### src/rtl/mem_arbiter_pkg.sv
// Shared definitions for the single-port RAM arbiter: default RAM geometry,
// core address width and the read-return tag carried down the pipeline.
package mem_arbiter_pkg;

    // Default RAM geometry: 32K words of 16 bits.
    localparam int ADDR_W_DEF  = 15;
    localparam int DATA_W_DEF  = 16;

    // The core presents a wider word address; upper bits alias onto the RAM.
    localparam int CORE_ADDR_W = 24;

    // Identifies which requester (if any) owns the read data in flight.
    typedef enum logic [1:0] {
        TAG_NONE = 2'd0,
        TAG_CORE = 2'd1,
        TAG_VGA  = 2'd2
    } rd_tag_t;

    // Tag to launch for a granted access: VGA is always a read, core only
    // when not writing. Writes return nothing, so they carry TAG_NONE.
    function automatic rd_tag_t issue_tag(input logic grant_core,
                                          input logic grant_vga,
                                          input logic core_we);
        rd_tag_t tag;
        tag = TAG_NONE;
        if (grant_vga) begin
            tag = TAG_VGA;
        end else if (grant_core && !core_we) begin
            tag = TAG_CORE;
        end
        return tag;
    endfunction

endpackage

### src/rtl/mem_arbiter_rd_pipe.sv
// Read-return pipeline for mem_arbiter. A tag enters alongside the registered
// RAM command (stage 1), advances to line up with ram_rdata (stage 2), and the
// data is then latched into the owning requester's result register with a
// one-cycle rvalid pulse. Result registers hold between reads.
module mem_arbiter_rd_pipe
    import mem_arbiter_pkg::*;
#(
    parameter int DATA_W = DATA_W_DEF
)(
    input  logic              clk,
    input  logic              rst_n,
    input  rd_tag_t           tag_in,
    input  logic [DATA_W-1:0] ram_rdata,
    output logic              core_rvalid,
    output logic [DATA_W-1:0] core_rdata,
    output logic              vga_rvalid,
    output logic [DATA_W-1:0] vga_rdata
);

    rd_tag_t tag_s1;
    rd_tag_t tag_s2;

    // Advance the tag: stage 1 matches the RAM command, stage 2 matches rdata.
    always_ff @(posedge clk or negedge rst_n) begin
        if (!rst_n) begin
            tag_s1 <= TAG_NONE;
            tag_s2 <= TAG_NONE;
        end else begin
            tag_s1 <= tag_in;
            tag_s2 <= tag_s1;
        end
    end

    // Capture core read data and pulse core_rvalid for one cycle.
    always_ff @(posedge clk or negedge rst_n) begin
        if (!rst_n) begin
            core_rvalid <= 1'b0;
            core_rdata  <= '0;
        end else begin
            core_rvalid <= (tag_s2 == TAG_CORE);
            if (tag_s2 == TAG_CORE) begin
                core_rdata <= ram_rdata;
            end
        end
    end

    // Capture VGA read data and pulse vga_rvalid for one cycle.
    always_ff @(posedge clk or negedge rst_n) begin
        if (!rst_n) begin
            vga_rvalid <= 1'b0;
            vga_rdata  <= '0;
        end else begin
            vga_rvalid <= (tag_s2 == TAG_VGA);
            if (tag_s2 == TAG_VGA) begin
                vga_rdata <= ram_rdata;
            end
        end
    end

endmodule

### src/rtl/mem_arbiter.sv
// Single-port RAM arbiter between the CPU core and the VGA scan-out fetcher.
// VGA has fixed priority. Defining MEM_ARBITER_STARVE_GUARD_EN adds a
// starvation guard that forces a core grant after STARVE_LIMIT consecutive
// VGA grants while the core is waiting. The granted command is registered
// onto ram_*; read data comes back through mem_arbiter_rd_pipe.
module mem_arbiter
    import mem_arbiter_pkg::*;
#(
    parameter int STARVE_LIMIT = 4,
    parameter int ADDR_W       = ADDR_W_DEF,
    parameter int DATA_W       = DATA_W_DEF
)(
    input  logic                   clk,
    input  logic                   rst_n,
    input  logic                   core_req,
    input  logic                   core_we,
    input  logic [CORE_ADDR_W-1:0] core_addr,
    input  logic [DATA_W-1:0]      core_wdata,
    output logic                   core_ack,
    output logic                   core_rvalid,
    output logic [DATA_W-1:0]      core_rdata,
    input  logic                   vga_req,
    input  logic [ADDR_W-1:0]      vga_addr,
    output logic                   vga_ack,
    output logic                   vga_rvalid,
    output logic [DATA_W-1:0]      vga_rdata,
    output logic                   ram_en,
    output logic                   ram_we,
    output logic [ADDR_W-1:0]      ram_addr,
    output logic [DATA_W-1:0]      ram_wdata,
    input  logic [DATA_W-1:0]      ram_rdata
);

    logic    grant_core;
    logic    grant_vga;
    logic    force_core;
    rd_tag_t tag_issue;

    // Upper core address bits alias onto the RAM and are deliberately dropped.
    logic unused_addr_hi;
    assign unused_addr_hi = ^core_addr[CORE_ADDR_W-1:ADDR_W];

`ifdef MEM_ARBITER_STARVE_GUARD_EN
    localparam int CNT_W = (STARVE_LIMIT < 1) ? 1 : $clog2(STARVE_LIMIT + 1);

    logic [CNT_W-1:0] starve_cnt;

    // Once the core has watched STARVE_LIMIT VGA grants go by, it wins next.
    assign force_core = core_req && (starve_cnt == CNT_W'(STARVE_LIMIT));

    // Count VGA grants taken while the core waits; any core grant or idle core clears.
    always_ff @(posedge clk or negedge rst_n) begin
        if (!rst_n) begin
            starve_cnt <= '0;
        end else if (!core_req || grant_core) begin
            starve_cnt <= '0;
        end else if (grant_vga) begin
            starve_cnt <= starve_cnt + 1'b1;
        end
    end
`else
    // Strict VGA priority: the core is never forced ahead.
    assign force_core = 1'b0;
`endif

    // Grant decision for this cycle: VGA first unless the guard overrides.
    always_comb begin
        grant_vga  = vga_req && !force_core;
        grant_core = core_req && !grant_vga;
        tag_issue  = issue_tag(grant_core, grant_vga, core_we);
    end

    assign core_ack = grant_core;
    assign vga_ack  = grant_vga;

    // Register the granted command onto the RAM port; address/data hold when idle.
    always_ff @(posedge clk or negedge rst_n) begin
        if (!rst_n) begin
            ram_en    <= 1'b0;
            ram_we    <= 1'b0;
            ram_addr  <= '0;
            ram_wdata <= '0;
        end else if (grant_vga) begin
            ram_en    <= 1'b1;
            ram_we    <= 1'b0;
            ram_addr  <= vga_addr;
        end else if (grant_core) begin
            ram_en    <= 1'b1;
            ram_we    <= core_we;
            ram_addr  <= core_addr[ADDR_W-1:0];
            ram_wdata <= core_wdata;
        end else begin
            ram_en    <= 1'b0;
            ram_we    <= 1'b0;
        end
    end

    mem_arbiter_rd_pipe #(
        .DATA_W (DATA_W)
    ) u_rd_pipe (
        .clk         (clk),
        .rst_n       (rst_n),
        .tag_in      (tag_issue),
        .ram_rdata   (ram_rdata),
        .core_rvalid (core_rvalid),
        .core_rdata  (core_rdata),
        .vga_rvalid  (vga_rvalid),
        .vga_rdata   (vga_rdata)
    );

endmodule

### config.mk
export PLATFORM = sky130hd
export DESIGN_NAME = mem_arbiter
export DESIGN_NICKNAME = d
export VERILOG_FILES = /design/src/rtl/mem_arbiter_pkg.sv /design/src/rtl/mem_arbiter_rd_pipe.sv /design/src/rtl/mem_arbiter.sv
export SDC_FILE = /design/constraint.sdc
export NUM_CORES = 1
export LEC_CHECK = 0
export ABC_AREA = 1
export CORE_MARGIN = 2
export CORE_UTILIZATION = 37
export CTS_BUF_LIST = sky130_fd_sc_hd__clkbuf_8
export CTS_CLUSTER_DIAMETER = 60
export DETAILED_ROUTE_END_ITERATION = 10
export GPL_TIMING_DRIVEN = 0
export PLACE_DENSITY = 0.82
export SLEW_MARGIN = 10
export SYNTH_ARGS = -nofsm -noshare
export SYNTH_HDL_FRONTEND = slang
export SYNTH_SLANG_ARGS = --single-unit
### constraint.sdc
create_clock -name clk -period 1.17 [get_ports clk]
set_clock_uncertainty 0.1 [all_clocks]
set_input_delay 0.234 -clock clk [delete_from_list [all_inputs] [get_ports clk]]
set_output_delay 0.234 -clock clk [all_outputs]
set_load 0.005 [all_outputs]
---- Word-level counts from Yosys, hierarchy flattened ----
Index checks and enable logic that the tools add are counted.
word-level totals
  bits of input ports ..................... 76
  register bits ........................... 71
  output and inout bits ................... 69
  logic and storage cells ................. 27
operators by class
  reductions and logical operators ........ 6
  equality and inequality tests ........... 2
  muxes and demuxes ....................... 8
  bitwise operators ....................... 1
operators with widths
  operator            count
  $mux 15             2
  $mux 1              5
  $eq 2x1->1 const B  1
  $eq 2x2->1 const B  1
  $logic_and 1x1->1   2
  $logic_not 1->1     2
  $mux 2              1
  $reduce_and 2->1    1
  $reduce_bool 2->1   1
  $not 1->1           1

---- Logic depth before layout (Yosys ltp) ----
  depth in word-level cells ............... 5
  gate-level depth with buffers ........... 6
  gate-level depth less buffers ........... 4

---- Hierarchy ----
A second synthesis with hierarchy kept.
unflattened totals
  cell total of the unflattened synthesis .. 307
  area, all modules ....................... 2946.6 um^2
modules (own cells, without submodules)
  module               seq. area each (um^2)  cells each  times used  area an instance (um^2)
  mem_arbiter_rd_pipe  950.9                  148         1           1521.5
  mem_arbiter          825.8                  159         1           1425.1

---- Least setup slack after synthesis ----
OpenSTA, ideal clock, no wires.
  kind .................................... register -> register
  start point ............................. register u_rd_pipe.tag_s2[1]
  end point ............................... register u_rd_pipe.core_rdata[10]
  arrival ................................. 0.920 ns
  setup slack ............................. 0.034 ns
  required time ........................... 0.954 ns
  path buffers ............................ 1
  library setup time ...................... 0.116 ns
  stages on the path, launching flop included .. 6
  period minus slack after synthesis ...... 1.136 ns
  cells stage by stage .................... dfrtp_1 -> inv_1 -> nand2_1 -> buf_4 -> nand2_1 -> nand2_1
on the way
  longest elaborated chain between the ends .. 1
RTL lines
  element                 RTL line                   text
  start, declared         mem_arbiter_rd_pipe.sv:21  rd_tag_t tag_s2;
  start signal, assigned  mem_arbiter_rd_pipe.sv:30  tag_s2 <= tag_s1;
  $eq 2x1->1              mem_arbiter_rd_pipe.sv:41  if (tag_s2 == TAG_CORE) begin
  end signal, assigned    mem_arbiter_rd_pipe.sv:42  core_rdata <= ram_rdata;
  end, declared           mem_arbiter_rd_pipe.sv:15  output logic [DATA_W-1:0] core_rdata,
No other way between the ends.
A chain may end at the register's enable or synchronous reset.

---- Worst setup path in the final report ----
  start point ............................. register ram_addr[8]
  end point ............................... output ram_addr[8]
RTL lines
  element                 RTL line           text
  start, declared         mem_arbiter.sv:29  output logic [ADDR_W-1:0] ram_addr,
  start signal, assigned  mem_arbiter.sv:86  ram_addr <= vga_addr;
  start signal, assigned  mem_arbiter.sv:90  ram_addr <= core_addr[ADDR_W-1:0];
No word-level cell between the ends.

==> results.yml <==
synth:
  ys.flop_type: "dfrtp_1"
  synth_area_um2: 2760
  synth.area.top_cells: "dfrtp_1 64%, nand2_1 24%, nand3_1 5.4%, buf_4 2.7%, nor2_4 1.6%"
  synth_edf_count: 0
  synthMuxAreaShare: 0
  synth_common_cells: "176 x nand2_1, 71 x dfrtp_1, 30 x nand3_1, 10 x buf_4"
  yosysMostFrequentCell: "nand2_1"
  yosysTopAreaCellShare: 0.644
  yosys_warnings: 0
  yosys_register_bits: 71
  seq_area_frac_synth: 0.644
  async_reset_ff_frac: 1.00
  syn_inst: 303
  synth_compound_area_frac: 0
  yosysTopAreaCell: "dfrtp_1"
  synth.distinct_cells: 10
  avgSynthCellArea_um2: 9.11
  synth_top_family_by_area: "simple AND/OR/NAND/NOR gates"
  synthSimpleGateAreaFrac: 0.315
  synth_nets: 379
  synth-adder-area-share: 0
  synth_xor_area_frac: 0
critical_path:
  worstSetupStartpointType: "flop"
  worstPathMaxFanout: 2
  rr_worst_depth: 5
  cpMaxStageDelayCell: "dfrtp_1"
  crit_required_ps: 840
  crit_cells: 1
  cp_data_arrival_time_ps: 870
  end_kind: "output port"
  path_delay_family: "flip-flops"
  path_buf_inv: 1
  critPathKind: "flop to output port"
  max_stage_delay_ps: 400
  worstPathCellList: "buf_2"
detailed_routing:
  viasPerCell: 4.44
  via_count: 2660
  first_pass_iters: 4
  drt-initial-drc-count: 91
  ant_nets: 0
  drt-total-wl_mm: 7.73
  route.detailed.drc: 0
  wl_per_cell_um: 12.9
placed_design:
  place_hpwl_mm: 5.20
  place_congestion: 0.816
  place_ws_ps: -1010
  placed_cells: 537
  port_buffers: 134
clock_network:
  cts_sinks: 71
  htreeDepth: 3
  clockBufferDepth: 2
  clk_latency_ps: 330
  tritoncts: "done"
  cts-root-buf: "clkbuf_8"
  path_clk_slew_ps: 80
  numCtsBuffers: 9
status:
  status: "finished, violations left"
  violations: "negative setup slack"
sta:
  rsz0062_at_grt: "yes"
  relSlewSlack: 0.755
  min_period_over_period: 1.03
  max_freq_ghz: 0.833
  drv_slew: 0
  finalHoldViolations: 0
  finalWorstSetupSlack_ps: -30.2
  final.min_clock_period_ps: 1200
  setup_violations: 44
  worst_slew_pin_slew_ps: 368
pwr:
  p_leak_uw: 0.00241
  cellPowerDensity_nw_per_um2: 1390
  ir_drop_v: 0.000516
flow_run:
  maxCapViolCount: 0
global_routing:
  grt_max_degree: 45
  grt_pass1_wl_mm: 12.6
  antenna_found_initial: 0
  overflow: 0
  grt.total_usage: 0.190
  grt_pass1_vias: 2639
cells_and_area:
  num_antenna_cells: 0
  instances_no_fill: 599
  syn2layout_area_growth_pct: 62.8
  drive_gt1_frac: 0.312
  post-route-util: 0.619
  nNetsFinal: 571
  n_fill_cell: 630
floorplanning:
  coreArea_um2: 7250
  die_height_um: 90.4
  core.rowCount: 31
  die-area_um2: 8160
  start_util: 0.380
  io_pins: 145
  die_w_um: 90.4
hold_path:
  hold_class: "input port to flop"
  whs_path_depth: 3
layout make-up:
type                            count  area (um^2)  area share
Sequential cell                    71         1780       0.396
Timing Repair Buffer              183         1390       0.310
Multi-Input combinational cell    213          885       0.197
Clock buffer                       10          138      0.0306
Tap cell                           99          124      0.0276
Buffer                             11         93.8      0.0209
Clock inverter                      6         60.1      0.0134
Inverter                            6         22.5     0.00502
per-stage QoR:
stage	total power, uW	TNS (ps)	hold WS (ps)	instance area, um^2
detailed placement	4340	-18790	80.6	4240
global route	6590	-2750	102	4490
finish	6250	-567	95.1	4490
floorplan	3340	0	-162	2760
global placement	4300	-201960	237	4220
CTS	6190	-1450	150	4350
kinds of logic after synthesis:
kind of cell	count (synthesis)
buf+inv	19
flops	71
simple gates	213
cell usage in the layout (no fill, tap or decap), drive strengths merged:
master / count
nand2: 177
dlygate4sd3: 2
nand3: 30
clkinvlp: 2
clkbuf: 10
dlygate4sd2: 1
inv: 6
clkinv: 3
clkdlybuf4s15: 1
buf: 127
nor2: 6
bufinv: 1
dfrtp: 71
clkdlybuf4s50: 63
path summary, 6_finish.rpt:
check	start	endpoint	slack [ps]
min in group asynchronous	rst_n	ram_addr[11]	250
worst max register to register	u_rd_pipe.tag_s2[0]	u_rd_pipe.vga_rdata[5]	20
worst min-delay path	vga_req	ram_addr[5]	100
max in group asynchronous	rst_n	u_rd_pipe.tag_s2[0]	150
worst max-delay path	ram_addr[8]	ram_addr[8]	-30
worst min register to register	u_rd_pipe.tag_s1[1]	u_rd_pipe.tag_s2[1]	250
power breakdown:
part	switching [uW]	leakage, uW	internal [uW]	total (uW)
clock	910	0.0000981	1030	1940
combinational	579	0.00145	816	1400
sequential	154	0.000867	2760	2910
total	1640	0.00241	4610	6250
layer usage:
metal	wire length [um]	GRT usage
met1	3190	0.232
met2	3890	0.316
met3	459	0.0534
met4	191	0.0821
met5	0	0
sequential cells by signal, indices dropped and copies added, names as in the netlist:
register	flops
u_rd_pipe.core_rvalid	1
ram_addr	15
u_rd_pipe.tag_s2	2
ram_en	1
u_rd_pipe.vga_rvalid	1
u_rd_pipe.vga_rdata	16
ram_wdata	16
u_rd_pipe.core_rdata	16
ram_we	1
u_rd_pipe.tag_s1	2
timing repair:
item                       CTS  global route
resized for setup          285             7
hold buffers                 2             0
hold endpoints to repair    28             0
pin swaps                    2             2
setup endpoints to repair  117            88
setup buffers               27            19
No activity file was read; power rests on OpenSTA's default activity.
